--- src/rtl/tone_decoder_if.sv ---
// Speaker input and decoded-note outputs of tone_decoder.
// The decoder uses the slave modport; the tone source or bench uses master.
interface tone_decoder_if #(
    parameter int unsigned CNT_W = 18
);
    logic             speaker;
    logic [3:0]       key;
    logic             note_valid;
    logic             note_change;
    logic [CNT_W-1:0] period_out;

    modport master (
        output speaker,
        input  key,
        input  note_valid,
        input  note_change,
        input  period_out
    );

    modport slave (
        input  speaker,
        output key,
        output note_valid,
        output note_change,
        output period_out
    );
endinterface

--- src/rtl/tone_decoder.sv ---
// Square-wave note recognizer: measures the half-period between speaker edges and reports
// a one-hot key once LOCK_N consecutive half-periods match the same configured note.
module tone_decoder #(
    parameter int unsigned CNT_W   = 18,
    parameter int unsigned HALF1   = 95420,
    parameter int unsigned HALF2   = 85034,
    parameter int unsigned HALF3   = 75757,
    parameter int unsigned HALF4   = 71633,
    parameter int unsigned TOL     = 500,
    parameter int unsigned LOCK_N  = 4,
    parameter int unsigned TIMEOUT = 200000
) (
    input  logic          clk,
    input  logic          rst_n,
    tone_decoder_if.slave bus
);
    localparam int unsigned      RUN_W    = $clog2(LOCK_N + 1);
    localparam logic [RUN_W-1:0] RUN_LOCK = RUN_W'(LOCK_N);
    localparam logic [RUN_W-1:0] RUN_PRE  = RUN_W'(LOCK_N - 1);
    localparam logic [CNT_W-1:0] CNT_MAX  = '1;
    localparam logic [CNT_W-1:0] CNT_TO   = CNT_W'(TIMEOUT);

    typedef enum logic [1:0] {StIdle, StArmed, StTrack, StLocked} state_e;

    state_e           r_state, w_state_d;
    logic             r_sync1, r_sync2, r_prev;
    logic [CNT_W-1:0] r_cnt, w_cnt_d;
    logic [CNT_W-1:0] r_period, w_period_d;
    logic [RUN_W-1:0] r_run, w_run_d;
    logic [2:0]       r_cand, w_cand_d, w_class;
    logic [3:0]       r_key, w_key_d;
    logic             r_valid, r_change;
    logic             w_edge, w_locked;

    function automatic logic near(input logic [CNT_W-1:0] l, input int unsigned half);
        int unsigned v;
        v = 32'(l);
        return (v + TOL >= half) && (v <= half + TOL);
    endfunction

    assign w_edge = r_sync2 ^ r_prev;

    // A saturated count is never a note; lowest index wins on overlap.
    always_comb begin
        w_class = 3'd0;
        if (r_cnt != CNT_MAX) begin
            if (near(r_cnt, HALF1)) begin
                w_class = 3'd1;
            end else if (near(r_cnt, HALF2)) begin
                w_class = 3'd2;
            end else if (near(r_cnt, HALF3)) begin
                w_class = 3'd3;
            end else if (near(r_cnt, HALF4)) begin
                w_class = 3'd4;
            end
        end
    end

    always_comb begin
        w_state_d  = r_state;
        w_cnt_d    = (r_cnt == CNT_MAX) ? r_cnt : r_cnt + CNT_W'(1);
        w_period_d = r_period;
        w_run_d    = r_run;
        w_cand_d   = r_cand;
        if (w_edge) begin
            w_cnt_d = CNT_W'(1);
            if (r_state != StIdle) begin
                w_period_d = r_cnt;
            end
            unique case (r_state)
                StIdle: w_state_d = StArmed;
                StArmed: begin
                    if (w_class != 3'd0) begin
                        w_cand_d = w_class;
                        if (LOCK_N == 1) begin
                            w_state_d = StLocked;
                            w_run_d   = RUN_LOCK;
                        end else begin
                            w_state_d = StTrack;
                            w_run_d   = RUN_W'(1);
                        end
                    end
                end
                StTrack, StLocked: begin
                    if (w_class == 3'd0) begin
                        w_state_d = StArmed;
                        w_run_d   = '0;
                    end else if (w_class != r_cand) begin
                        w_state_d = StTrack;
                        w_cand_d  = w_class;
                        w_run_d   = RUN_W'(1);
                    end else if (r_state == StTrack) begin
                        if (r_run >= RUN_PRE) begin
                            w_state_d = StLocked;
                            w_run_d   = RUN_LOCK;
                        end else begin
                            w_run_d = r_run + RUN_W'(1);
                        end
                    end
                end
                default: w_state_d = StIdle;
            endcase
        end else if (r_state != StIdle && r_cnt >= CNT_TO) begin
            w_state_d = StIdle;
            w_run_d   = '0;
            w_cand_d  = '0;
        end
    end

    // Outputs follow the registered state, one cycle behind the FSM.
    always_comb begin
        w_locked = (r_state == StLocked);
        w_key_d  = 4'b0000;
        if (w_locked) begin
            case (r_cand)
                3'd1:    w_key_d = 4'b0001;
                3'd2:    w_key_d = 4'b0010;
                3'd3:    w_key_d = 4'b0100;
                3'd4:    w_key_d = 4'b1000;
                default: w_key_d = 4'b0000;
            endcase
        end
    end

    always_ff @(posedge clk or negedge rst_n) begin
        if (!rst_n) begin
            r_sync1  <= 1'b0;
            r_sync2  <= 1'b0;
            r_prev   <= 1'b0;
            r_state  <= StIdle;
            r_cnt    <= '0;
            r_period <= '0;
            r_run    <= '0;
            r_cand   <= '0;
            r_key    <= 4'b0000;
            r_valid  <= 1'b0;
            r_change <= 1'b0;
        end else begin
            r_sync1  <= bus.speaker;
            r_sync2  <= r_sync1;
            r_prev   <= r_sync2;
            r_state  <= w_state_d;
            r_cnt    <= w_cnt_d;
            r_period <= w_period_d;
            r_run    <= w_run_d;
            r_cand   <= w_cand_d;
            r_key    <= w_key_d;
            r_valid  <= w_locked;
            r_change <= w_locked & ~r_valid;
        end
    end

    assign bus.key         = r_key;
    assign bus.note_valid  = r_valid;
    assign bus.note_change = r_change;
    assign bus.period_out  = r_period;
endmodule
--- src/flat_wrapper.sv ---
// flat-port wrapper written by rule: the top's interface ports become plain ports
module tone_decoder_flat 
#(
    parameter int unsigned CNT_W   = 18,
    parameter int unsigned HALF1   = 95420,
    parameter int unsigned HALF2   = 85034,
    parameter int unsigned HALF3   = 75757,
    parameter int unsigned HALF4   = 71633,
    parameter int unsigned TOL     = 500,
    parameter int unsigned LOCK_N  = 4,
    parameter int unsigned TIMEOUT = 200000
)
  (clk, rst_n, bus_speaker, bus_key, bus_note_valid, bus_note_change, bus_period_out);
  tone_decoder_if #(.CNT_W(CNT_W)) bus_i ();
  input  logic clk;
  input  logic rst_n;
  input wire logic [$bits(bus_i.speaker)-1:0] bus_speaker;
  output wire logic [$bits(bus_i.key)-1:0] bus_key;
  output wire logic [$bits(bus_i.note_valid)-1:0] bus_note_valid;
  output wire logic [$bits(bus_i.note_change)-1:0] bus_note_change;
  output wire logic [$bits(bus_i.period_out)-1:0] bus_period_out;
  assign bus_i.speaker = bus_speaker;
  assign bus_key = bus_i.key;
  assign bus_note_valid = bus_i.note_valid;
  assign bus_note_change = bus_i.note_change;
  assign bus_period_out = bus_i.period_out;
  tone_decoder #(.CNT_W(CNT_W), .HALF1(HALF1), .HALF2(HALF2), .HALF3(HALF3), .HALF4(HALF4), .TOL(TOL), .LOCK_N(LOCK_N), .TIMEOUT(TIMEOUT)) u_core (.clk(clk), .rst_n(rst_n), .bus(bus_i));
endmodule
--- config.mk ---
export PLATFORM = sky130hd
export DESIGN_NAME = tone_decoder_flat
export DESIGN_NICKNAME = d
export VERILOG_FILES = /design/src/rtl/tone_decoder_if.sv /design/src/rtl/tone_decoder.sv /design/src/flat_wrapper.sv
export SDC_FILE = /design/constraint.sdc
export NUM_CORES = 1
export LEC_CHECK = 0
export CAP_MARGIN = 20
export CELL_PAD_IN_SITES_DETAIL_PLACEMENT = 0
export CELL_PAD_IN_SITES_GLOBAL_PLACEMENT = 1
export CORE_MARGIN = 10
export CORE_UTILIZATION = 25
export DETAILED_ROUTE_END_ITERATION = 8
export GPL_ROUTABILITY_DRIVEN = 1
export PLACE_DENSITY_LB_ADDON = 0.05
export RECOVER_POWER = 100
export SYNTH_ARGS = -nofsm -noshare
export SYNTH_HDL_FRONTEND = slang
export SYNTH_SLANG_ARGS = --single-unit
--- constraint.sdc ---
create_clock -name clk -period 4 [get_ports clk]
set_input_delay 0.4 -clock clk [delete_from_list [all_inputs] [get_ports clk]]
set_output_delay 0.4 -clock clk [all_outputs]
set_load 0.02 [all_outputs]
== Word-level counts from Yosys, hierarchy flattened ==
Index checks and enable logic that the tools add are counted.

* Logic and storage cells: 89
* Latch bits: 0
* Memories kept: 0
* Register bits after elaboration: 53
* RAM bits: 0
* Input bits: 3
* Memory bits (read-only): 0

* Multipliers: 0
* Eq/ne operators: 17
* Reduce and logical (&&, ||, !) cells: 15
* Shift operators: 0
* Add/subtract/negate cells: 3
* Divide/modulo/power cells: 0
* Order comparisons: 10
* Multiplexer cells: 30
* Bitwise gates (word level): 3

{| class="wikitable"
|+ Operators by type and width
! kind !! count
|-
| $ge A32 B17 Y1 const B || 4
|-
| $le A18 B17 Y1 const B || 4
|-
| $mux W3 || 16
|-
| $mux W18 || 2
|-
| $add A18 B9 Y19 const B || 1
|-
| $add A18 B1 Y18 const B || 1
|-
| $eq A18 B18 Y1 const B || 1
|-
| $ge A18 B18 Y1 const B || 1
|-
| $ne A18 B18 Y1 const B || 1
|-
| $pmux W4 S4 || 1
|-
| $mux W2 || 7
|-
| $ne A3 B3 Y1 const B || 4
|-
| $pmux W3 S2 || 2
|-
| $ne A5 B5 Y1 const B || 2
|-
| $reduce_and A4 Y1 || 2
|-
| $eq A3 B2 Y1 const B || 2
|-
| $pmux W2 S3 || 1
|-
| $logic_and A1 B1 Y1 || 5
|-
| $reduce_and A5 Y1 || 1
|-
| $eq A2 B2 Y1 const B || 2
|-
| $mux W4 || 1
|-
| $reduce_bool A2 Y1 || 2
|-
| $add A3 B1 Y3 const B || 1
|-
| $eq A3 B1 Y1 const B || 1
|-
| other kinds (13) || 13
|}

== Logic depth before layout (Yosys ltp) ==
* Word-level depth: 13
* Gate-level depth with buffers: 13

== Worst setup path before layout ==
Ideal clock, no wire load.

* Kind: reg2reg
* From: reg u_core.r_cnt[0]
* To: reg u_core.r_run[0]
* Library setup time: 0.125 ns
* Data arrival time: 3.127 ns
* Buffers on the path: 0
* Setup slack: 0.748 ns
* Cell stages (with the launch flop): 13
* Path through: dfrtp_1 inv_1 ha_1 or4b_1 a2111o_1 a41oi_2 a41o_2 o21ai_2 o21bai_2 xnor2_2 nor4_4 a2111oi_4 mux2_4

* Cells in the longest elaborated chain, start to end: 13
* Elaborated cells on any way between the ends: 32
* Classes of those cells: add/sub (1); order compare (9); eq/ne (4); mux (9); reduce/logical (9)

{| class="wikitable"
|+ RTL lines
! item !! line !! source
|-
| start: declaration || tone_decoder.sv:27 || <nowiki>logic [CNT_W-1:0] r_cnt, w_cnt_d;</nowiki>
|-
| start signal: assignment || tone_decoder.sv:143 || <nowiki>r_cnt <= w_cnt_d;</nowiki>
|-
| $add A18 B9 Y19 || tone_decoder.sv:38 || <nowiki>return (v + TOL >= half) && (v <= half + TOL);</nowiki>
|-
| $ge A32 B17 Y1 || tone_decoder.sv:38 ||
|-
| $logic_and A1 B1 Y1 || tone_decoder.sv:38 ||
|-
| $mux W3 || tone_decoder.sv:53 || <nowiki>end else if (near(r_cnt, HALF4)) begin</nowiki>
|-
| $mux W3 || tone_decoder.sv:51 || <nowiki>end else if (near(r_cnt, HALF3)) begin</nowiki>
|-
| $mux W3 || tone_decoder.sv:49 || <nowiki>end else if (near(r_cnt, HALF2)) begin</nowiki>
|-
| $mux W3 || tone_decoder.sv:47 || <nowiki>if (near(r_cnt, HALF1)) begin</nowiki>
|-
| $mux W3 || tone_decoder.sv:46 || <nowiki>if (r_cnt != CNT_MAX) begin</nowiki>
|-
| $ne A3 B3 Y1 || tone_decoder.sv:88 || <nowiki>end else if (w_class != r_cand) begin</nowiki>
|-
| $mux W3 || tone_decoder.sv:88 ||
|-
| $mux W3 || tone_decoder.sv:85 || <nowiki>if (w_class == 3'd0) begin</nowiki>
|-
| $pmux W3 S2 || tone_decoder.sv:70 || <nowiki>unique case (r_state)</nowiki>
|-
| $mux W3 || tone_decoder.sv:65 || <nowiki>if (w_edge) begin</nowiki>
|-
| end signal: assignment || tone_decoder.sv:145 || <nowiki>r_run <= w_run_d;</nowiki>
|-
| end: declaration || tone_decoder.sv:29 || <nowiki>logic [RUN_W-1:0] r_run, w_run_d;</nowiki>
|}

Parallel ways exist; a longest one is shown, timed or not.
A chain may end at the register's enable or synchronous reset.

== Final worst setup path ==
* From: reg u_core.r_cnt[0]
* To: reg u_core.r_cand[0]

* Cells in the longest elaborated chain, start to end: 11
* Elaborated cells on any way between the ends: 34
* Classes of those cells: add/sub (1); order compare (9); eq/ne (5); mux (10); reduce/logical (9)

{| class="wikitable"
|+ RTL lines
! item !! line !! source
|-
| $add A18 B9 Y19 || tone_decoder.sv:38 ||
|-
| $ge A32 B17 Y1 || tone_decoder.sv:38 ||
|-
| $logic_and A1 B1 Y1 || tone_decoder.sv:38 ||
|-
| $mux W3, on equally long branches || tone_decoder.sv:53, tone_decoder.sv:51 ||
|-
| $mux W3, on equally long branches || tone_decoder.sv:51, tone_decoder.sv:49 ||
|-
| $mux W3, on equally long branches || tone_decoder.sv:49, tone_decoder.sv:47 ||
|-
| $mux W3, on equally long branches || tone_decoder.sv:47, tone_decoder.sv:46 ||
|-
| $mux W3, on equally long branches || tone_decoder.sv:46, tone_decoder.sv:88 ||
|-
| $ne A3 B3 Y1 (tied with other cells) || tone_decoder.sv:88 ||
|-
| $ne A3 B3 Y1 (no line) / $pmux W3 S2 (equally long branches) || - ||
|-
| $reduce_and A5 Y1 (no line) / $mux W3 (equally long branches) || - ||
|-
| end signal: assignment || tone_decoder.sv:146 || <nowiki>r_cand <= w_cand_d;</nowiki>
|-
| end: declaration || tone_decoder.sv:30 || <nowiki>logic [2:0] r_cand, w_cand_d, w_class;</nowiki>
|}

Parallel ways exist; a longest one is shown, timed or not. The select of a mux whose other input is x is not followed.

==> impl_metrics.yaml <==
floorplanning:
  die_w_um: 135
  die_area_mm2: 0.0183
  initial_core_util_pct: 25.3
  io_pins: 27
  fp-row-count: 42
  die_h_um: 135
  core_area_mm2: 0.0131
finish:
  nFillCells: 1395
  fin_util_pct: 30.1
  multi_input_area_mm2: 0.00183
  antenna_cells: 0
  fin_cells: 551
  syn_to_final_growth_pct: 18.9
  final_nets: 384
  seq_area_mm2: 0.00133
  drive_above_1_share_pct: 17.6
cts:
  clock_latency_ns: 0.31
  htreeDepth: 2
  cts_tree: "done"
  clk_pin_slew_worst_paths_ns: 0.08
  cts_root_buf: "clkbuf_16"
  holdBufCountCts: 0
  clock_path_buffers: 2
  numCtsBuffers: 5
  post-cts-setup-buffers: 0
  cts.sink_count: 53
  cts_resized: 0
logic_synthesis:
  syn_nets: 356
  async_flop_share_pct: 100
  synth_compound_gate_area_share_pct: 17.7
  synth_xor_area_share_pct: 5.75
  yosys.area_share.simple_pct: 20.8
  yosysMostFrequentCell: "dfrtp_1"
  muxShareOfSynthArea_pct: 8.73
  ys_warn_count: 0
  synth_area_mm2: 0.00333
  ys_types: 70
  synth_top_family_by_area: "simple AND/OR/NAND/NOR gates"
  yosys.area.top_type: "dfrtp_1"
  synthTopCellsByArea: "dfrtp_1, mux2_2, nor2_1"
  syn_area_per_cell_um2: 9.62
  synth_common_cells: "dfrtp_1, nor2_1, nand2_1"
  postSynthCellCount: 346
  seq_area_frac_synth_pct: 39.9
  synth_edf_count: 0
  synth-seq-cells: 53
  synthAdderAreaFrac_pct: 2.63
  synth_top_area_share_pct: 39.9
  ys_dominant_reg_cell: "dfrtp_1"
route:
  drtIter0Drc: 164
  post_drt_via_cell_ratio: 4.91
  drcViolationCount: 0
  drtPass1Iterations: 4
  drtAntennaViolNets: 0
  routed_wl_um: 9580
  wl_per_cell_um: 17.4
  vias: 2705
timing:
  timing.fmax_ghz: 0.274
  fin_crit_sh_pct: 91.1
  hold_viol_final: 0
  max_slew_margin_pct: -102
  fin_ws_ns: 0.354
  fin_tns_setup_ns: 0
  skew_ns: 0.0121
  setup_viol: 0
  rsz0062_at_grt: "no"
  timing.final.crit_period_ns: 3.65
  final_max_slew_viol_count: 54
  tightest_slew_ns: 3.03
place:
  dp_cells: 543
  gp_congestion: 0.823
  io_buffers: 26
  dp_slack_ns: 0.428
  place_hpwl_um: 7130
power:
  p_sw_share_pct: 31.7
  p_int_mw: 0.960
  clockPowerShare_pct: 32.6
  switchingPower_mw: 0.445
  power_mw: 1.41
  ir_worst_vdd_mv: 0.163
  power_frac_seq_pct: 45.6
  p_comb_share_pct: 21.8
  leakagePower_nw: 1.68
  p_per_area_mw_per_mm2: 355
worst_setup_path:
  crit_required_ns: 4.19
  cp-start-kind: "register"
  r2r_cells: 12
  r2r_end: "u_core.r_cand[0]"
  timing.rr.start: "u_core.r_cnt[0]"
  reg2reg_slack_ns: 0.35
  cp-startpoint: "u_core.r_cnt[0]"
  crit_arrival_ns: 3.83
  cp-end-kind: "register"
  worst-path-max-fanout: 7
  endpoint: "u_core.r_cand[0]"
  critPathKind: "reg2reg"
global_routing:
  track_usage_pct: 10.8
  grt_pass1_wl_um: 15700
  grt_pass1_vias: 2757
  grt_antenna_before_repair: 0
  gr-total-overflow: 0
  grt_max_degree: 54
run:
  cap_violations: 1
status:
  status: "finished with violations"
  violations: "max-capacitance violations, max-slew violations"
min_path:
  worst_hold_path_type: "reg2reg"
## stage by stage
| stage | hold slack, ns | cell area [um^2] |
|---|---|---|
| floorplan | 0.104 | 3330 |
| global placement | 0.335 | 3840 |
| detailed placement | 0.335 | 3850 |
| CTS | 0.276 | 4010 |
| global route | 0.380 | 3960 |
| finish | 0.351 | 3960 |
## area by class of cell
cell class	instances	area share [%]
Timing Repair Buffer	43	9.39
Clock buffer	6	3.51
Multi-Input combinational cell	256	46.2
Sequential cell	53	33.5
Clock inverter	2	0.348
Inverter	15	1.42
Tap cell	176	5.57
## worst max-delay path, stage by stage, from the launching register on
cell	delay, ns
dfrtp_1	0.46
inv_1	0.16
ha_1	0.20
or4b_1	0.43
a2111o_1	0.42
a41oi_1	0.22
a41o_2	0.15
o21ai_2	0.08
or2_0	0.24
mux2_2	0.27
o221ai_1	0.38
o22ai_1	0.20
a32o_1	0.30
## worst min path at each step
stage / slack [ns] / to / cells past startpoint / from
floorplan: 0.10 / u_core.bus.key[0] / 0 / rst_n
global placement: 0.34 / u_core.r_sync2 / 0 / u_core.r_sync1
detailed placement: 0.33 / u_core.r_sync2 / 0 / u_core.r_sync1
CTS: 0.28 / u_core.r_cnt[4] / 2 / rst_n
global route: 0.38 / u_core.r_sync2 / 0 / u_core.r_sync1
finish: 0.35 / u_core.r_sync2 / 0 / u_core.r_sync1
## power groups by stage
stage	logic, mW	registers, mW	clock network, mW
5_1_grt	0.340	0.649	0.497
3_5_place_dp	0.334	0.652	0
3_3_place_gp	0.331	0.653	0
6_report	0.306	0.641	0.458
2_1_floorplan	0.199	0.651	0
4_1_cts	0.336	0.643	0.483
## state kept, by name (all words and copies together) (netlist names)
signal / count
u_core.r_state: 2
u_core.r_cand: 3
u_core.r_sync2: 1
u_core.bus.period_out: 18
u_core.bus.note_change: 1
u_core.bus.note_valid: 1
u_core.r_sync1: 1
u_core.bus.key: 4
u_core.r_prev: 1
u_core.r_cnt: 18
u_core.r_run: 3
## cell usage in the layout (no fill, tap or decap), types with 6 or more instances in the layout
master / netlist / layout
dfrtp_1: 53 / 53
nor2_1: 36 / 36
nand2_1: 29 / 29
dlygate4sd3_1: 0 / 25
mux2_2: 19 / 19
inv_1: 15 / 15
nand3_1: 14 / 14
buf_4: 1 / 14
xnor2_1: 12 / 13
a21oi_1: 12 / 12
nor3_1: 10 / 10
xor2_1: 8 / 7
ha_1: 7 / 7
or2_2: 6 / 6
or3_1: 6 / 6
o21ai_0: 6 / 6
nor4_1: 6 / 6
## routing by layer
metal / GRT usage, % / vias up / wire (um)
met3: 2.60 / 11 / 592
met1: 15.2 / 1314 / 4630
met2: 15.7 / 67 / 4200
li1: - / 1313 / -
met5: 0 / - / 0
met4: 4.07 / 0 / 152
## cells by family after synthesis
kind of cell,Yosys count
xor gates and xnor gates,21
AOI/OAI and AO/OA,69
buffers and inverters,37
muxes,26
adders and majority gates,7
DFF,53
and+or+nand+nor,133
No activity file was read; power rests on OpenSTA's default activity.
